===== src/rtl/root_r839304.sv =====
// Sequential evaluator of RES = IN0 + IN1*IN2 + IN3^IN4 (mod 2^WIDTH).
// Multiply by repeated addition, power by repeated multiplication.
module root_r839304 #(
    parameter int unsigned WIDTH = 16
) (
    input  logic             RST,
    input  logic             ST,
    input  logic             CLK,
    output logic             RD,
    output logic [WIDTH-1:0] RES,
    input  logic [WIDTH-1:0] IN0,
    input  logic [WIDTH-1:0] IN1,
    input  logic [WIDTH-1:0] IN2,
    input  logic [WIDTH-1:0] IN3,
    input  logic [WIDTH-1:0] IN4
);

    typedef enum logic [1:0] {IDLE, MUL, POW, DONE} state_t;

    state_t           state, state_d;
    logic [WIDTH-1:0] a0, a1, a3, a4;
    logic [WIDTH-1:0] a0_d, a1_d, a3_d, a4_d;
    logic [WIDTH-1:0] p, q, cnt;
    logic [WIDTH-1:0] p_d, q_d, cnt_d;
    logic [WIDTH-1:0] res_d;
    logic             rd_d;

    always_comb begin
        state_d = state;
        a0_d    = a0;
        a1_d    = a1;
        a3_d    = a3;
        a4_d    = a4;
        p_d     = p;
        q_d     = q;
        cnt_d   = cnt;
        res_d   = RES;
        rd_d    = RD;
        case (state)
            IDLE, DONE: begin
                if (ST) begin
                    a0_d    = IN0;
                    a1_d    = IN1;
                    a3_d    = IN3;
                    a4_d    = IN4;
                    p_d     = '0;
                    cnt_d   = IN2;
                    rd_d    = 1'b0;
                    state_d = MUL;
                end
            end
            MUL: begin
                if (cnt == '0) begin
                    q_d     = WIDTH'(1);
                    cnt_d   = a4;
                    state_d = POW;
                end else begin
                    p_d   = p + a1;
                    cnt_d = cnt - WIDTH'(1);
                end
            end
            POW: begin
                if (cnt == '0) begin
                    res_d   = a0 + p + q;
                    rd_d    = 1'b1;
                    state_d = DONE;
                end else begin
                    q_d   = q * a3;
                    cnt_d = cnt - WIDTH'(1);
                end
            end
            default: state_d = IDLE;
        endcase
    end

    always_ff @(posedge CLK) begin
        if (RST) begin
            state <= IDLE;
            a0    <= '0;
            a1    <= '0;
            a3    <= '0;
            a4    <= '0;
            p     <= '0;
            q     <= '0;
            cnt   <= '0;
            RES   <= '0;
            RD    <= 1'b0;
        end else begin
            state <= state_d;
            a0    <= a0_d;
            a1    <= a1_d;
            a3    <= a3_d;
            a4    <= a4_d;
            p     <= p_d;
            q     <= q_d;
            cnt   <= cnt_d;
            RES   <= res_d;
            RD    <= rd_d;
        end
    end

endmodule


===== config.mk =====
export PLATFORM = sky130hd
export DESIGN_NAME = root_r839304
export DESIGN_NICKNAME = d
export VERILOG_FILES = /design/src/rtl/root_r839304.sv
export SDC_FILE = /design/constraint.sdc
export NUM_CORES = 1
export LEC_CHECK = 0
export BUFFER_PORTS_ARGS = -buffer_cell sky130_fd_sc_hd__buf_2
export CORE_MARGIN = 3
export CORE_UTILIZATION = 30
export DETAILED_ROUTE_END_ITERATION = 12
export PLACE_DENSITY_LB_ADDON = 0.3
export SETUP_SLACK_MARGIN = 0.02
export SYNTH_ARGS = -nofsm -noshare
export SYNTH_HDL_FRONTEND = slang
export SYNTH_SLANG_ARGS = --single-unit

===== constraint.sdc =====
create_clock -name CLK -period 7.5 [get_ports CLK]
set_clock_uncertainty 0.05 [all_clocks]
set_input_delay 0.75 -clock CLK [delete_from_list [all_inputs] [get_ports CLK]]
set_output_delay 0.75 -clock CLK [all_outputs]
set_load 0.01 [all_outputs]

==> impl_metrics.csv <==
group,metric,value,unit
pwr,max-vdd-ir-drop,0.158,mV
routing,avgRoutedWirePerCell,15.8,um
floorplan,pin_count,100,
timing,hold_viol,0,
synthesis,yosys.area_share.simple,19.7,%
synthesis,synthArstFlopShare,0,%
min_path,hold_depth,2,
layout,final_common_cell,"nand2_1",
layout,antenna_cells,0,
timing,fin_ws,1.97,ns
layout,final_cell_mix,"nand2_1, dfxtp_1, inv_1, a21oi_1, buf_2",
synthesis,synth_fa_ha_area_share,27.9,%
cts,cts_tree,"yes",
placement,hpwl,22400,um
timing,fin_crit,5.53,ns
floorplan,die_h,195,um
floorplan,die_area,37900,um2
placement,dp_slack,1.97,ns
worst_setup_path,arrival,5.77,ns
min_path,worst_hold_startpoint,"a4[6]",
layout,syn2layout_area_growth,13.9,%
min_path,min_path_type,"flop to flop",
routing,ant_nets,0,
synthesis,synth_edf_count,0,
status,status,"complete, no violations",
timing,fmax,181,MHz
global_routing,grtUsageTotal,15.2,%
synthesis,synth_ff_type,"dfxtp_1",
timing,timing.final.crit_share,73.8,%
layout,num-fill-cells,3604,
worst_setup_path,r2r_end,"q[13]",
routing,drt_iter0_markers,421,
routing,firstDrtPassIters,5,
worst_setup_path,setup.worst_path.end_class,"flop",
cts,numCtsBuffers,17,
cts,post-cts-setup-buffer-count,0,
worst_setup_path,rr_worst_depth,17,
worst_setup_path,reg2reg_from,"a3[1]",
synthesis,synth-seq-cells,131,
layout,fin_nets,1603,
global_routing,grt_pass1_vias,8863,
pwr,p_leak,5.45,nW
cts,htree_levels,4,
floorplan,rows,68,
layout,final_layout_size_suffix_gt1_share,11.6,%
routing,vias,8701,
cts,cts-root-buf,"clkbuf_16",
synthesis,yosysWarnings,0,
synthesis,ys_seq_area_share,24.6,%
cts,cts_resized,0,
synthesis,netlist_area,10700,um2
cts,clk_pin_slew,0.06,ns
global_routing,grt_max_degree,66,
floorplan,fp.dieW,195,um
floorplan,core_area,34800,um2
worst_setup_path,cp.required,7.74,ns
routing,viasPerCell,4.81,
global_routing,grt_overflow_total,0,
placement,io_buffers,99,
cts,clock_latency,0.42,ns
synthesis,synth_compound_area_share,14.6,%
cts,cts_hold_buf,0,
synthesis,synth.distinct_cells,58,
global_routing,grt_antenna_before_repair,0,
synthesis,syn_area_per_cell,8.34,um2
min_path,holdPathEnd,"a4[6]",
cts,clockBufferDepth,2,
routing,wl,28500,um
synthesis,synth.mux.area_fraction,0,%
global_routing,grt_pass1_wl,46700,um
worst_setup_path,crit_fanout,16,
synthesis,syn_inst,1280,
timing,maxSlewHeadroom,33.6,%
floorplan,initial_core_util,30.7,%
run,maxCapViolations,0,
placement,place_congestion,0.828,
worst_setup_path,path_class,"flop to flop",
timing,slew_violations,0,
timing,rsz0062_at_grt,"no",
synthesis,synth_top_family_by_area,"adder cells",
timing,setup_tns,0,ns
timing,tightest_slew,0.993,ns
synthesis,syn_nets,1543,
routing,drc_errors,0,
cts,cts.sinks,131,
timing,setup_viol_count_final,0,
pwr,power.density,243,nW/um2
worst_setup_path,r2r_slack,1.97,ns
synthesis,synth_xor_area_share,6.28,%
worst_setup_path,start_kind,"flop",
[worst max path at each step]
| stage | startpoint | to |
|---|---|---|
| 2_1_floorplan | a3[1] | q[13] |
| 3_3_place_gp | a3[1] | q[13] |
| 3_5_place_dp | a3[1] | q[13] |
| 4_1_cts | a3[1] | q[13] |
| 5_1_grt | a3[1] | q[13] |
| 6_report | a3[1] | q[13] |
[area by class of cell]
class / count / area, um2 / area share [%]
clock inverter: 13 / 171 / 1.41
sequential: 131 / 2620 / 21.6
clock buffer: 19 / 453 / 3.72
inverter: 130 / 488 / 4.01
timing repair buffer: 104 / 536 / 4.40
multi-input combinational: 956 / 7320 / 60.2
tap: 455 / 569 / 4.68
[flip-flops by register name, indices dropped and copies added, names as in the netlist]
name and count:
a4 16, p 16, cnt 16, RES 16
RD 1, q 16, a1 16, a3 16
state 2, a0 16
[report_power, final]
group	switching [mW]	internal, mW
Sequential	0.160	0.819
Clock	0.349	0.546
Combinational	0.701	0.376
Total	1.21	1.74
[Yosys cell counts, drive strengths merged, types with 7 or more instances]
| library cell | count | area share, % |
|---|---|---|
| nand2 | 247 | 8.7 |
| dfxtp | 131 | 25 |
| inv | 129 | 4.5 |
| a21oi | 115 | 5.4 |
| fa | 97 | 18 |
| ha | 83 | 9.7 |
| and2 | 73 | 4.3 |
| nor2 | 55 | 1.9 |
| xnor2 | 55 | 4.5 |
| clkbuf | 51 | 1.8 |
| o21ai | 25 | 1.2 |
| nor3 | 22 | 1.0 |
| xor2 | 19 | 1.6 |
| nand3 | 17 | 0.80 |
| a22oi | 15 | 1.4 |
| buf | 12 | 0.59 |
| or3 | 12 | 0.75 |
| a221oi | 11 | 0.90 |
| a21o | 9 | 0.63 |
| o211ai | 8 | 0.56 |
| o21a | 8 | 0.56 |
| nand2b | 7 | 0.41 |
[logic make-up (layout without fill, tap and decap cells)]
logic type	after synthesis	in the layout
AND/OR/NAND/NOR	458	458
XOR/XNOR	75	75
buffers and inverters	193	266
AO/OA/AOI/OAI	243	243
flip-flops	131	131
adder cells (fa/ha/maj)	180	180
[layer usage]
metal | global-route usage, % | vias up | routed length, um
met4 | 2.95 | 0 | 314
met2 | 24.5 | 153 | 13200
met1 | 21.6 | 4194 | 14000
met3 | 2.65 | 21 | 1010
li1 | - | 4333 | -
met5 | 0 | - | 0
[critical path, stage by stage, from the launching register on]
cell	delay (ns)
dfxtp_1	0.63
nand2_1	0.15
fa_1	0.54
fa_1	0.58
fa_1	0.45
fa_1	0.55
inv_1	0.06
fa_1	0.49
inv_1	0.06
fa_1	0.48
inv_1	0.04
ha_1	0.32
and2_1	0.17
o21ai_0	0.20
nand2_1	0.09
or3_1	0.31
a32oi_1	0.20
nor2_1	0.05
[stage by stage]
stage               power, mW  cells  util (%)  cell area (um2)  hold WS (ns)
global placement         2.05   1776      33.2            11500         0.390
detailed placement       2.07   1776      33.2            11500         0.393
CTS                      2.98   1808      34.9            12200         0.407
floorplan                1.77   1280         -            10700         0.386
global route             3.17   1808      34.9            12200         0.433
finish                   2.95   1808      34.9            12200         0.405
Note: power is estimated with default switching activity, not from simulation.
